===== src/rtl/rx_scan_if.sv =====
// Handshake bundle between rx_scan and its consumers: the move-stack FIFO port
// and the forward port to Tx.
interface rx_scan_if #(
  parameter int unsigned NUM_DIRS = 16
) ();
  localparam int unsigned DIR_W = (NUM_DIRS > 1) ? $clog2(NUM_DIRS) : 1;

  logic             move_valid;
  logic             move_ready;
  logic [15:0]      move_data;
  logic             rx_tx_valid;
  logic             rx_tx_ready;
  logic [9:0]       rx_tx_piece;
  logic [DIR_W-1:0] rx_tx_dir;

  modport master (
    output move_valid, move_data, rx_tx_valid, rx_tx_piece, rx_tx_dir,
    input  move_ready, rx_tx_ready
  );

  modport slave (
    input  move_valid, move_data, rx_tx_valid, rx_tx_piece, rx_tx_dir,
    output move_ready, rx_tx_ready
  );
endinterface


===== src/rtl/rx_scan.sv =====
// Per-square receive stage: captures every direction's piece, walks the occupied
// ones, buffers valid moves and forwards sliding pieces. Piece = {color, kind[2:0], square[5:0]}.

module move_checker (
  input  logic [9:0]  piece,
  input  logic [9:0]  dest_piece,
  input  logic        turn,
  input  logic [5:0]  dir,
  output logic        valid,
  output logic        slide_valid,
  output logic [15:0] formatted_move
);
  logic [2:0] kind;
  logic       own;
  logic       dest_ok;

  always_comb begin
    kind           = piece[8:6];
    own            = (piece[9] == turn);
    dest_ok        = (dest_piece == '0) || (dest_piece[9] != turn);
    // Any non-knight piece may arrive along a ray; only bishop/rook/queen keep sliding.
    valid          = own && dest_ok && (kind inside {3'd1, 3'd3, 3'd4, 3'd5, 3'd6});
    slide_valid    = valid && (kind inside {3'd3, 3'd4, 3'd5});
    formatted_move = {piece, dir};
  end
endmodule

module move_checker_knight (
  input  logic [9:0]  piece,
  input  logic [9:0]  dest_piece,
  input  logic        turn,
  input  logic [5:0]  dir,
  output logic        valid,
  output logic [15:0] formatted_move
);
  always_comb begin
    valid          = (piece[9] == turn) && (piece[8:6] == 3'd2) &&
                     ((dest_piece == '0) || (dest_piece[9] != turn));
    formatted_move = {piece, dir};
  end
endmodule

module rx_scan #(
  parameter int unsigned NUM_DIRS     = 16,
  parameter int unsigned KNIGHT_FIRST = 8,
  parameter int unsigned FIFO_DEPTH   = 4,
  parameter int unsigned SKIP_EMPTY   = 1
) (
  input  logic                  clk,
  input  logic                  rst,
  input  logic                  collect_pieces,
  input  logic [NUM_DIRS*10-1:0] moves,
  input  logic [9:0]            dest_piece,
  input  logic                  turn,
  output logic                  busy,
  output logic                  done,
  rx_scan_if.master             bus
);
  localparam int unsigned DIR_W = (NUM_DIRS > 1) ? $clog2(NUM_DIRS) : 1;
  localparam int unsigned CNT_W = $clog2(FIFO_DEPTH + 1);
  localparam int unsigned PTR_W = (FIFO_DEPTH > 1) ? $clog2(FIFO_DEPTH) : 1;

  typedef enum logic [1:0] {S_IDLE, S_SCAN, S_DRAIN, S_DONE} state_t;

  state_t              state, state_nxt;
  logic [9:0]          slot [NUM_DIRS];
  logic                turn_q;
  logic [NUM_DIRS-1:0] pending;
  logic [NUM_DIRS-1:0] start_mask;
  logic [NUM_DIRS-1:0] sel_oh;
  logic [DIR_W-1:0]    sel;
  logic [9:0]          sel_piece;
  logic                start;
  logic                is_knight;
  logic                sl_valid, sl_slide, kn_valid;
  logic [15:0]         sl_move, kn_move, wr_data;
  logic                wr_need, fw_need, adv, push, pop;
  logic [15:0]         mem [FIFO_DEPTH];
  logic [PTR_W-1:0]    wr_ptr, rd_ptr;
  logic [CNT_W-1:0]    count, count_nxt;
  logic                fifo_full;

  function automatic logic [PTR_W-1:0] ptr_inc(input logic [PTR_W-1:0] p);
    return (p == PTR_W'(FIFO_DEPTH - 1)) ? '0 : p + PTR_W'(1);
  endfunction

  assign start = collect_pieces && (state == S_IDLE);

  always_comb begin
    start_mask = '1;
    for (int unsigned i = 0; i < NUM_DIRS; i++) begin
      start_mask[i] = (SKIP_EMPTY != 0) ? (moves[i*10 +: 10] != '0) : 1'b1;
    end
  end

  // Scan from the top down so the lowest pending index wins.
  always_comb begin
    sel = '0;
    for (int unsigned i = 0; i < NUM_DIRS; i++) begin
      if (pending[NUM_DIRS-1-i]) sel = DIR_W'(NUM_DIRS - 1 - i);
    end
  end

  assign sel_oh    = NUM_DIRS'(1) << sel;
  assign sel_piece = slot[sel];
  assign is_knight = (32'(sel) >= KNIGHT_FIRST);

  move_checker u_slide (
    .piece          (sel_piece),
    .dest_piece     (dest_piece),
    .turn           (turn_q),
    .dir            (6'(sel)),
    .valid          (sl_valid),
    .slide_valid    (sl_slide),
    .formatted_move (sl_move)
  );

  move_checker_knight u_knight (
    .piece          (sel_piece),
    .dest_piece     (dest_piece),
    .turn           (turn_q),
    .dir            (6'(sel)),
    .valid          (kn_valid),
    .formatted_move (kn_move)
  );

  assign wr_need   = is_knight ? kn_valid : sl_valid;
  assign wr_data   = is_knight ? kn_move : sl_move;
  assign fw_need   = !is_knight && sl_slide;
  assign fifo_full = (count == CNT_W'(FIFO_DEPTH));
  assign adv       = (state == S_SCAN) && (!wr_need || !fifo_full) &&
                     (!fw_need || bus.rx_tx_ready);
  assign push      = adv && wr_need;
  assign pop       = bus.move_valid && bus.move_ready;
  assign count_nxt = count + CNT_W'(push) - CNT_W'(pop);

  always_ff @(posedge clk or negedge rst) begin
    if (!rst) state <= S_IDLE;
    else      state <= state_nxt;
  end

  always_comb begin
    state_nxt = state;
    unique case (state)
      S_IDLE:  if (start) state_nxt = (start_mask != '0) ? S_SCAN : S_DRAIN;
      S_SCAN:  if (adv && ((pending & ~sel_oh) == '0)) state_nxt = S_DRAIN;
      // Looks at the post-pop count so the final pop and DONE are not a cycle apart.
      S_DRAIN: if (count_nxt == '0) state_nxt = S_DONE;
      S_DONE:  state_nxt = S_IDLE;
      default: state_nxt = S_IDLE;
    endcase
  end

  always_comb begin
    busy            = (state != S_IDLE);
    done            = (state == S_DONE);
    bus.rx_tx_valid = (state == S_SCAN) && fw_need;
  end

  assign bus.rx_tx_piece = sel_piece;
  assign bus.rx_tx_dir   = sel;
  assign bus.move_valid  = (count != '0);
  assign bus.move_data   = mem[rd_ptr];

  always_ff @(posedge clk or negedge rst) begin
    if (!rst) begin
      for (int unsigned i = 0; i < NUM_DIRS; i++) slot[i] <= '0;
      turn_q <= 1'b0;
    end else if (start) begin
      for (int unsigned i = 0; i < NUM_DIRS; i++) slot[i] <= moves[i*10 +: 10];
      turn_q <= turn;
    end
  end

  always_ff @(posedge clk or negedge rst) begin
    if (!rst)       pending <= '0;
    else if (start) pending <= start_mask;
    else if (adv)   pending <= pending & ~sel_oh;
  end

  always_ff @(posedge clk or negedge rst) begin
    if (!rst) begin
      for (int unsigned i = 0; i < FIFO_DEPTH; i++) mem[i] <= '0;
      wr_ptr <= '0;
      rd_ptr <= '0;
      count  <= '0;
    end else begin
      if (push) begin
        mem[wr_ptr] <= wr_data;
        wr_ptr      <= ptr_inc(wr_ptr);
      end
      if (pop) rd_ptr <= ptr_inc(rd_ptr);
      count <= count_nxt;
    end
  end
endmodule


===== src/flat_wrapper.sv =====
// flat-port wrapper written by rule: the top's interface ports become plain ports
module rx_scan_flat 
#(
  parameter int unsigned NUM_DIRS     = 16,
  parameter int unsigned KNIGHT_FIRST = 8,
  parameter int unsigned FIFO_DEPTH   = 4,
  parameter int unsigned SKIP_EMPTY   = 1
)
  (clk, rst, collect_pieces, moves, dest_piece, turn, busy, done, bus_move_valid, bus_move_data, bus_rx_tx_valid, bus_rx_tx_piece, bus_rx_tx_dir, bus_move_ready, bus_rx_tx_ready);
  rx_scan_if #(.NUM_DIRS(NUM_DIRS)) bus_i ();
  input  logic clk;
  input  logic rst;
  input  logic collect_pieces;
  input  logic [NUM_DIRS*10-1:0] moves;
  input  logic [9:0] dest_piece;
  input  logic turn;
  output logic busy;
  output logic done;
  output wire logic [$bits(bus_i.move_valid)-1:0] bus_move_valid;
  output wire logic [$bits(bus_i.move_data)-1:0] bus_move_data;
  output wire logic [$bits(bus_i.rx_tx_valid)-1:0] bus_rx_tx_valid;
  output wire logic [$bits(bus_i.rx_tx_piece)-1:0] bus_rx_tx_piece;
  output wire logic [$bits(bus_i.rx_tx_dir)-1:0] bus_rx_tx_dir;
  input wire logic [$bits(bus_i.move_ready)-1:0] bus_move_ready;
  input wire logic [$bits(bus_i.rx_tx_ready)-1:0] bus_rx_tx_ready;
  assign bus_move_valid = bus_i.move_valid;
  assign bus_move_data = bus_i.move_data;
  assign bus_rx_tx_valid = bus_i.rx_tx_valid;
  assign bus_rx_tx_piece = bus_i.rx_tx_piece;
  assign bus_rx_tx_dir = bus_i.rx_tx_dir;
  assign bus_i.move_ready = bus_move_ready;
  assign bus_i.rx_tx_ready = bus_rx_tx_ready;
  rx_scan #(.NUM_DIRS(NUM_DIRS), .KNIGHT_FIRST(KNIGHT_FIRST), .FIFO_DEPTH(FIFO_DEPTH), .SKIP_EMPTY(SKIP_EMPTY)) u_core (.clk(clk), .rst(rst), .collect_pieces(collect_pieces), .moves(moves), .dest_piece(dest_piece), .turn(turn), .busy(busy), .done(done), .bus(bus_i));
endmodule

===== config.mk =====
export PLATFORM = sky130hd
export DESIGN_NAME = rx_scan_flat
export DESIGN_NICKNAME = d
export VERILOG_FILES = /design/src/rtl/rx_scan_if.sv /design/src/rtl/rx_scan.sv /design/src/flat_wrapper.sv
export SDC_FILE = /design/constraint.sdc
export NUM_CORES = 1
export LEC_CHECK = 0
export ABC_AREA = 1
export CORE_MARGIN = 5
export CORE_UTILIZATION = 30
export CTS_CLUSTER_DIAMETER = 120
export CTS_CLUSTER_SIZE = 24
export DETAILED_ROUTE_END_ITERATION = 7
export PLACE_DENSITY = 0.58
export SETUP_SLACK_MARGIN = 0.3
export SLEW_MARGIN = 0
export SYNTH_ARGS = -nofsm -noshare
export SYNTH_HDL_FRONTEND = slang
export SYNTH_HIERARCHICAL = 1
export SYNTH_SLANG_ARGS = --single-unit

===== constraint.sdc =====
create_clock -name clk -period 6.28 [get_ports clk]
set_input_delay 1.256 -clock clk [delete_from_list [all_inputs] [get_ports clk]]
set_output_delay 1.256 -clock clk [all_outputs]
set_load 0.01 [all_outputs]

==> out/qor.yml, run 1 <==
cp-endpoint: "bus_rx_tx_valid"
holdWs_ns: 0.493
holdPathStages: 2
totalPowerFinal_mw: 7.94
critPathLaunchType: "flop"
pwr-share-comb: 0.517
fmax_mhz: 177
vias: 11900
slew_violations: 0
ys_warn_count: 6
cts.sinks: 250
ys_ff_latch: 250
fin_crit_sh: 0.898
p_int_mw: 4.29
die-area_mm2: 0.0469
regArea_mm2: 0.00626
slowest_stage: "clkdlybuf4s50_1"
coreArea_mm2: 0.0420
reg2regPathDepth: 40
syn_to_final_growth_pct: 21.6
status: "completed"
antenna_left: 0
final_cell_mix: "nand2_1 (573), dfrtp_1 (250), clkdlybuf4s50_1 (208), nor2_1 (149), o21ai_0 (129)"
grt_pass1_vias: 11500
grtUsageTotal: 0.185
cp.arrival_ns: 4.38
synth_seq_area_share: 0.489
ioPinCount: 210
synth_area_per_cell_um2: 7.76
finalSetupViolations: 0
final_common_cell: "nand2_1"
grt_overflow_total: 0
max_slew_margin: 0.304
rsz0062_at_grt: "true"
path_max_fanout: 26
drt_wl_total_um: 44500
power.share.clock: 0.124
routabilityCongestion: 0.892
antenna_cells: 0
finClkSkew_ns: 0.0251
path_clk_slew_ns: 0.11
row_count: 75
drt-initial-drc-count: 1415
drt_first_pass_iters: 8
grt_max_degree: 135
netlist_area_mm2: 0.0128
crit_path_start: "u_core/pending[14]"
synth.distinct_cells: 45
placed_area_mm2: 0.0151
clockBufferDepth: 3
cp_data_required_time_ns: 5.02
final_area_mm2: 0.0156
die_y_um: 217
fin_crit_ns: 5.64
share_seq_of_total_power: 0.359
powerDensity_mw_per_mm2: 510
cts_max_level: 1
r2r_start: "u_core/pending[14]"
max_stage_delay_ns: 0.59
drv_cap: 0
endpoint_kind: "primary output"
fp.dieW_um: 217
p_sw_mw: 3.65
fillers: 4363
viasPerCell: 5.11
reg2reg_to: "u_core/state[1]"
crit_top_cell: "nand2_1"
hp-class: "flop to flop"
worst_pin_slew_ns: 1.04
leakage_nw: 7.17
multiInputGateArea_mm2: 0.00557
fin_cells: 2319
insertion_delay_ns: 0.50
crit_type: "flop to primary output"
cts-root-buf: "clkbuf_16"
layout-drive-gt1-share: 0.0433
cts_tree: "built"
dpl.hpwl_um: 33100
portBuffers: 209
antenna_found_initial: 0
p_sw_frac: 0.460
fin_tns_setup_ns: 0
nets: 1969
ff2ff_setup_slack_ns: 0.84
cts_made_buffers: 14
start_util: 0.304
hold_viol: 0
grt_pass1_wl_um: 68700
dp.cells: 2299
drcViolationCount: 0
synth_cells: 1649
ir_drop_uv: 189
wl_per_cell_um: 19.2
==> layout make-up <==
cell class,count,share of cell area
Timing Repair Buffer,229,0.147
Tap cell,539,0.0433
Inverter,100,0.0245
Clock inverter,1,0.00104
Timing Repair inverter,1,0.000482
Sequential cell,250,0.402
Clock buffer,15,0.0241
Multi-Input combinational cell,1184,0.358
==> worst min-delay path by stage <==
stage | slack [ns] | startpoint | endpoint
final | 0.49 | u_core/slot[91] | u_core/slot[91]
after global routing | 0.51 | u_core/slot[92] | u_core/slot[92]
after CTS | 0.49 | u_core/slot[25] | u_core/slot[25]
after detailed placement | 0.47 | u_core/slot[90] | u_core/slot[90]
after global placement | 0.46 | u_core/slot[25] | u_core/slot[25]
after floorplan | 0.45 | u_core/slot[10] | u_core/slot[10]
==> registers in the layout (all words and copies together), names as in the netlist <==
name and cells:
u_core/slot 160, u_core/mem 64, u_core/pending 16, u_core/count 3, u_core/rd_ptr 2, u_core/state 2, u_core/wr_ptr 2, u_core/turn_q 1
==> metrics by stage <==
stage          utilization  setup WS, ns
5_1_grt              0.370         0.272
2_1_floorplan            -          1.35
6_report             0.370         0.643
3_5_place_dp         0.360         0.733
3_3_place_gp         0.360         0.941
4_1_cts              0.369         0.435
==> what timing repair did <==
| action | in CTS | in global routing |
|---|---|---|
| gates resized for setup | 0 | 5 |
| hold buffers | 0 | 0 |
| buffers inserted | 0 | 3 |
| endpoints found under the setup margin | 0 | 3 |
==> routing by layer <==
layer | global-route usage | wire (µm) | vias up
li1 | - | - | 5626
met1 | 0.272 | 20100 | 5707
met2 | 0.291 | 20000 | 483
met3 | 0.0310 | 3580 | 43
met4 | 0.0341 | 868 | 0
met5 | 0 | 0 | -
==> synthesized netlist by cell type <==
cell / count / share of area
nand4_1: 22 / 0.011
o21bai_4: 1 / 0.0015
buf_1: 5 / 0.0015
a31oi_1: 65 / 0.032
nand3_1: 83 / 0.032
a21oi_1: 39 / 0.015
buf_6: 8 / 0.0070
nand2_4: 3 / 0.0026
inv_2: 9 / 0.0026
nand2_1: 574 / 0.17
a21boi_0: 1 / 0.00059
o21a_1: 1 / 0.00059
fa_1: 1 / 0.0016
xor2_1: 2 / 0.0014
o22ai_1: 18 / 0.0088
buf_4: 33 / 0.019
nor2_8: 4 / 0.0063
o31ai_1: 1 / 0.00059
o21ai_0: 129 / 0.050
nor3_1: 2 / 0.00078
nand3_2: 1 / 0.00078
o22a_1: 1 / 0.00068
nand3b_1: 1 / 0.00059
nor4_2: 1 / 0.00098
clkbuf_1: 59 / 0.017
conb_1: 1 / 0.00029
xnor2_1: 3 / 0.0021
nor2_2: 2 / 0.00098
o21bai_1: 1 / 0.00059
a31oi_4: 1 / 0.0017
or2_2: 1 / 0.00049
a21oi_2: 1 / 0.00068
ha_1: 12 / 0.012
nor3_2: 2 / 0.0016
o211ai_1: 4 / 0.0023
inv_1: 91 / 0.027
o21ai_1: 3 / 0.0012
nand2_2: 6 / 0.0029
buf_2: 13 / 0.0051
nor4_1: 30 / 0.015
dfrtp_1: 250 / 0.49
or2_0: 1 / 0.00049
o221ai_1: 11 / 0.0075
a21oi_4: 1 / 0.0013
nor2_1: 151 / 0.044
==> power groups by stage <==
stage | logic, mW | registers [mW] | clock network (mW)
after floorplan | 2.80 | 2.69 | 0
after global placement | 3.98 | 2.86 | 0
after detailed placement | 4.02 | 2.86 | 0
after CTS | 4.04 | 2.83 | 1.01
after global routing | 4.58 | 2.92 | 1.07
final | 4.11 | 2.85 | 0.983
==> critical path: cells and delay by family, from the launching register on <==
family	cells	cell delay [ns]
DFF	1	0.39
buffers and inverters	4	1.05
xor gates and xnor gates	1	0.15
and+or+nand+nor	25	2.26
==> logic make-up after synthesis <==
kind of cell | after synthesis | synth area share
AO/OA/AOI/OAI | 278 | 0.125
XOR/XNOR | 5 | 0.00342
adder cells (fa/ha/maj) | 13 | 0.0133
buffers and inverters | 218 | 0.0796
flip-flops | 250 | 0.489
other | 1 | 0.000293
AND/OR/NAND/NOR | 884 | 0.289
Note: power is estimated with default switching activity, not from simulation.
==> run 2, diff against run 1 <==
- GPL_TIMING_DRIVEN: not set -> 0
==> run 2 against run 1 <==
Global-route usage rose by 1.4 points. Wire length rose by 8.9%. Clock-buffer cell count fell by 1. Die area did not move. Register-to-register slack got worse by 0.12 ns. Sequential power barely moved. Fmax rose by 1.3%. Via count rose by 3.9%. Critical path depth rose by 12. Clock power barely moved. Non-clock buffer count rose by 106. Critical path type is now flop to flop.
==> out/qor.yml, run 2 (synthesis results as in run 1) <==
status: "completed"
cts_max_level: 1  # unchanged
wl_per_cell_um: 20.0  # +4.2%
coreArea_mm2: 0.0420  # unchanged
power.share.clock: 0.117  # -0.007
routabilityCongestion: 0.973  # +9.1%
viasPerCell: 5.08  # -0.59%
slowest_stage: "dfrtp_1"
vias: 12300  # +3.9%
antenna_left: 0  # unchanged
share_seq_of_total_power: 0.337  # -0.022
fin_crit_ns: 5.56  # -0.0747 ns
drt_wl_total_um: 48500  # +8.9%
regArea_mm2: 0.00626  # unchanged
finClkSkew_ns: 0.0435  # +0.0184 ns
drcViolationCount: 0  # unchanged
cp.arrival_ns: 5.99  # +1.61 ns
cts_tree: "built"
path_max_fanout: 10  # -62%
start_util: 0.304  # unchanged
clockBufferDepth: 3  # unchanged
fin_ws_ns: 0.718  # +0.0747 ns
endpoint_kind: "flop"
regMostFlops: "u_core/slot"
layout-drive-gt1-share: 0.0690  # +0.0257
ioPinCount: 210  # unchanged
place_ws_ns: -0.240  # -0.973 ns
syn_to_final_growth_pct: 26.0
cts-root-buf: "clkbuf_16"
largest_reg_flops: 160  # unchanged
cts_made_buffers: 14  # unchanged
hold_viol: 0  # unchanged
fp.dieW_um: 217  # unchanged
ir_drop_uv: 207  # +9.8%
portBuffers: 209  # unchanged
fmax_mhz: 180  # +1.3%
row_count: 75  # unchanged
cp.buffers_inverters: 7  # +3
rsz0062_at_grt: "false"
p_int_mw: 4.55  # +6.0%
top_regs: "u_core/slot: 160 flops, u_core/mem: 64 flops, u_core/pending: 16 flops"
multiInputGateArea_mm2: 0.00557  # about the same
path_clk_slew_ns: 0.11  # about the same
p_sw_frac: 0.459  # -0.00108
fin_util: 0.384  # +0.0132
final_cell_mix: "nand2_1 (570), dfrtp_1 (250), clkdlybuf4s50_1 (207), nor2_1 (151), o21ai_0 (126)"
grt_pass1_wl_um: 72800  # +5.9%
die-area_mm2: 0.0469  # unchanged
grt_overflow_total: 0  # unchanged
leakage_nw: 7.52  # +5.0%
grt_pass1_vias: 12400  # +7.9%
insertion_delay_ns: 0.53  # +0.03 ns
antenna_cells: 0  # unchanged
crit_type: "flop to flop"
powerDensity_mw_per_mm2: 521  # +2.2%
fin_crit_sh: 0.886  # -0.0119
pwr-share-comb: 0.547  # +0.030
grtUsageTotal: 0.200  # +0.0144
drt-initial-drc-count: 1367  # -3.4%
cp_top_family: "simple AND/OR/NAND/NOR gates"
finalSetupViolations: 0  # unchanged
grt_max_degree: 118  # -13%
max_slew_margin: 0.251  # -0.0531
final_common_cell: "nand2_1"
slew_violations: 0  # unchanged
p_sw_mw: 3.86  # +5.6%
cp_data_required_time_ns: 6.71  # +1.69 ns
crit_top_cell: "nand2_1"
antenna_found_initial: 0  # unchanged
drv_cap: 0  # unchanged
nets: 2074  # +5.3%
critPathLaunchType: "flop"
hp-class: "flop to flop"
cts.sinks: 250  # unchanged
fillers: 4360  # -0.069%
worst_pin_slew_ns: 1.11  # +0.0706 ns
die_y_um: 217  # unchanged
drt_first_pass_iters: 5  # -3
dpl.hpwl_um: 37400  # +13%
max_stage_delay_ns: 0.39  # -0.20 ns
run 2: cell count changes in the layout (fill, tap and decap cells not counted), sizes merged:
cell           before  now
dlymetal6s2s        0    1
buf                21   68
clkbuf             15   73
clkinv              0    1
clkinvlp            2    0
clkdlybuf4s50     208  207
inv               100  101
run 2: power by group through the flow:
stage                     clock [mW]  combinational (mW)  sequential (mW)
after global routing            1.06                5.07             2.91
final                          0.981                4.59             2.83
after detailed placement           0                4.44             2.84
after CTS                       1.01                4.50             2.81
after floorplan                    0                2.80             2.69
after global placement             0                4.39             2.84
run 2: path summary, 6_finish.rpt:
path	from	endpoint	slack (ns)	depth (start not counted)
max in group asynchronous	rst	u_core/slot[152]	4.30	3
worst min register to register	u_core/slot[108]	u_core/slot[108]	0.49	2
worst max register to register	u_core/pending[14]	u_core/state[0]	0.72	42
min in group asynchronous	rst	u_core/mem[23]	0.70	1
worst max-delay path	u_core/pending[14]	u_core/state[0]	0.72	42
worst min-delay path	u_core/slot[108]	u_core/slot[108]	0.49	2
run 2: routing by layer:
layer	track usage	vias to the layer above	wire, µm
met5	0	-	0
met4	0.0560	0	1480
met3	0.0375	80	4100
met2	0.322	555	22100
met1	0.276	5836	20800
li1	-	5852	-
run 2: repair_timing:
action                                  CTS  global route
pin swaps                                 1             1
endpoints found under the setup margin    4             4
hold buffers                              0             0
setup buffers                             4             2
resized for setup                         7            36
run 2: final cells by class:
| cell class | count | share of cell area |
|---|---|---|
| Buffer | 118 | 0.0414 |
| Clock inverter | 2 | 0.00202 |
| Multi-Input combinational cell | 1184 | 0.345 |
| Tap cell | 539 | 0.0418 |
| Timing Repair Buffer | 217 | 0.136 |
| Clock buffer | 14 | 0.0217 |
| Sequential cell | 250 | 0.388 |
| Inverter | 100 | 0.0233 |
run 2: worst reg2reg max path: cells and delay by family (launching register included):
family          cells  cell delay, ns
simple gates       26            2.35
compound gates      5            0.98
buf+inv             7            0.91
fa+ha+maj           2            0.55
flops               1            0.39
xor+xnor            2            0.31
run 2: per-stage QoR:
stage | hold WS (ns) | instances | TNS, ns | cell area [µm²] | total power [mW]
after detailed placement | 0.466 | 2402 | -0.461 | 15600 | 7.29
final | 0.488 | 2424 | 0 | 16100 | 8.40
after CTS | 0.492 | 2422 | 0 | 16100 | 8.32
after floorplan | 0.449 | 1652 | 0 | 12800 | 5.49
after global routing | 0.502 | 2424 | 0 | 16100 | 9.03
after global placement | 0.464 | 2400 | -1758.11 | 15600 | 7.22
==> run 3, diff against run 2 <==
- SETUP_SLACK_MARGIN: 0.3 -> not set
- SLEW_MARGIN: 0 -> 10
==> run 3 against run 2 <==
Critical path type is now flop to primary output. Power is 0.57% lower. Worst setup slack worse by 0.33 ns. First-iteration DRC count is 12% lower. Non-clock buffer count is 2 lower. Sequential cell count stayed put. Die area stayed put. Sequential power hardly changed. Register-to-register slack worse by 0.16 ns. Clock skew is 0.0075 ns higher.
==> out/qor.yml, run 3 (synthesis results as in run 1) <==
status: "completed"
cts_made_buffers: 14  # unchanged
r2r_start: "u_core/pending[14]"
cp.arrival_ns: 4.64  # -1.35 ns
syn_to_final_growth_pct: 25.7
cp_data_required_time_ns: 5.02  # -1.69 ns
hold_start: "u_core/slot[108]"
vias: 12400  # +0.63%
fin_crit_sh: 0.938  # +0.0527
grt_pass1_vias: 12400  # +0.41%
antenna_found_initial: 0  # unchanged
slew_violations: 0  # unchanged
cts-root-buf: "clkbuf_16"
layout-drive-gt1-share: 0.0648  # -0.00421
ff2ff_setup_slack_ns: 0.56  # -0.16 ns
die_y_um: 217  # unchanged
slowest_stage: "clkdlybuf4s50_1"
grt_pass1_wl_um: 72900  # +0.22%
cts.sinks: 250  # unchanged
path_clk_slew_ns: 0.11  # about the same
critPathLaunchType: "flop"
worst_pin_slew_ns: 1.17  # +0.0537 ns
fin_ws_ns: 0.387  # -0.331 ns
finalSetupViolations: 0  # unchanged
grt_overflow_total: 0  # unchanged
place_ws_ns: -0.255  # -0.0151 ns
regMostFlops: "u_core/slot"
dpl.hpwl_um: 37400  # -0.15%
final_common_cell: "nand2_1"
ir_drop_uv: 207  # about the same
hp-class: "flop to flop"
nets: 2072  # -0.096%
crit_type: "flop to primary output"
antenna_cells: 0  # unchanged
reg2regPathDepth: 42  # unchanged
grt_max_degree: 96  # -19%
drt_first_pass_iters: 5  # unchanged
holdPathStages: 2  # unchanged
portBuffers: 209  # unchanged
fmax_mhz: 170  # -5.6%
row_count: 75  # unchanged
coreArea_mm2: 0.0420  # unchanged
fin_util: 0.383  # -0.000982
grtUsageTotal: 0.199  # -0.000428
wl_met2_um: 21900  # -1.1%
drcViolationCount: 0  # unchanged
die-area_mm2: 0.0469  # unchanged
antenna_left: 0  # unchanged
leakage_nw: 7.49  # -0.49%
drv_cap: 0  # unchanged
met1_length_um: 20700  # -0.41%
finClkSkew_ns: 0.0509  # +0.00749 ns
path_max_fanout: 10  # unchanged
rsz0062_at_grt: "false"
reg2reg_to: "u_core/state[0]"
routabilityCongestion: 0.973  # unchanged
fp.dieW_um: 217  # unchanged
drt_wl_total_um: 48400  # -0.29%
powerDensity_mw_per_mm2: 519  # -0.31%
top_regs: "u_core/slot: 160 flops, u_core/mem: 64 flops, u_core/pending: 16 flops"
endpoint_kind: "primary output"
crit_top_cell: "nand2_1"
wl_met3_um: 3960  # -3.3%
final_cell_mix: "nand2_1 (570), dfrtp_1 (250), clkdlybuf4s50_1 (208), nor2_1 (151), o21ai_0 (128)"
max_slew_margin: 0.215  # -0.0362
start_util: 0.304  # unchanged
clockBufferDepth: 3  # unchanged
hold_viol: 0  # unchanged
wl_per_cell_um: 20.0  # -0.25%
ioPinCount: 210  # unchanged
hold_end: "u_core/slot[108]"
cts_tree: "built"
drt-initial-drc-count: 1206  # -12%
top_layer: "met4"
fin_crit_ns: 5.89  # +0.331 ns
cts_max_level: 1  # unchanged
max_stage_delay_ns: 0.57  # +0.18 ns
viasPerCell: 5.12  # +0.67%
insertion_delay_ns: 0.53  # about the same
largest_reg_flops: 160  # unchanged
## run 3: cell types whose count changed in the layout (fill, tap and decap cells not counted), moves of 2 or more
| cell | change |
|---|---|
| buf_4 | -2 |
| clkbuf_1 | +5 |
| clkbuf_2 | -2 |
| clkbuf_4 | -3 |
| nand2_2 | +4 |
| nand2_4 | -4 |
| o21ai_0 | +2 |
| o21ai_1 | -2 |
## run 3: power by group
part	internal [mW]	total, mW	switching, mW
sequential	2.37	2.83	0.461
clock	0.427	0.995	0.568
combinational	1.72	4.53	2.81
total	4.52	8.35	3.84
## run 3: critical path, delay by kind of cell, from the launching register on
kind	cells	cell delay, ns
compound gates	3	0.69
xor+xnor	1	0.15
buf+inv	4	1.04
flops	1	0.39
simple gates	22	1.83
## run 3: cell type report
| type | count | area (µm²) |
|---|---|---|
| Fill cell | 4417 | 26000 |
| Sequential cell | 250 | 6260 |
| Multi-Input combinational cell | 1184 | 5540 |
| Timing Repair Buffer | 215 | 2180 |
| Tap cell | 539 | 674 |
| Buffer | 118 | 654 |
| Inverter | 100 | 375 |
| Clock buffer | 15 | 364 |
| Clock inverter | 2 | 32.5 |
## run 3: per-stage QoR
stage / cells / cell area, µm² / hold WS, ns / power (mW) / setup TNS (ns)
2_1_floorplan: 1652 / 12800 / 0.449 / 5.49 / 0
3_3_place_gp: 2400 / 15600 / 0.464 / 7.22 / -1758.11
3_5_place_dp: 2402 / 15600 / 0.466 / 7.29 / -0.491
4_1_cts: 2419 / 16000 / 0.493 / 8.30 / 0
5_1_grt: 2423 / 16100 / 0.500 / 9.00 / 0
6_report: 2423 / 16100 / 0.488 / 8.35 / 0
## run 3: what timing repair did
item	CTS	global route
pin swaps	0	1
setup endpoints to repair	3	3
resized for setup	2	17
hold buffers	0	0
buffers inserted	0	4
## run 3: worst max path at each step
stage	startpoint	endpoint	slack [ns]	cells after the start
4_1_cts	u_core/pending[14]	bus_rx_tx_valid	0.06	30
3_5_place_dp	u_core/pending[0]	u_core/state[0]	-0.25	32
5_1_grt	u_core/pending[13]	bus_rx_tx_valid	0.01	31
6_report	u_core/pending[14]	bus_rx_tx_valid	0.39	30
3_3_place_gp	rst	u_core/turn_q	-7.06	1
2_1_floorplan	u_core/pending[0]	u_core/state[0]	1.35	32
## run 3: metal layers
layer,vias up,GRT usage
li1,5851,-
met1,5896,0.276
met2,565,0.315
met3,89,0.0395
met4,0,0.0653
met5,-,0
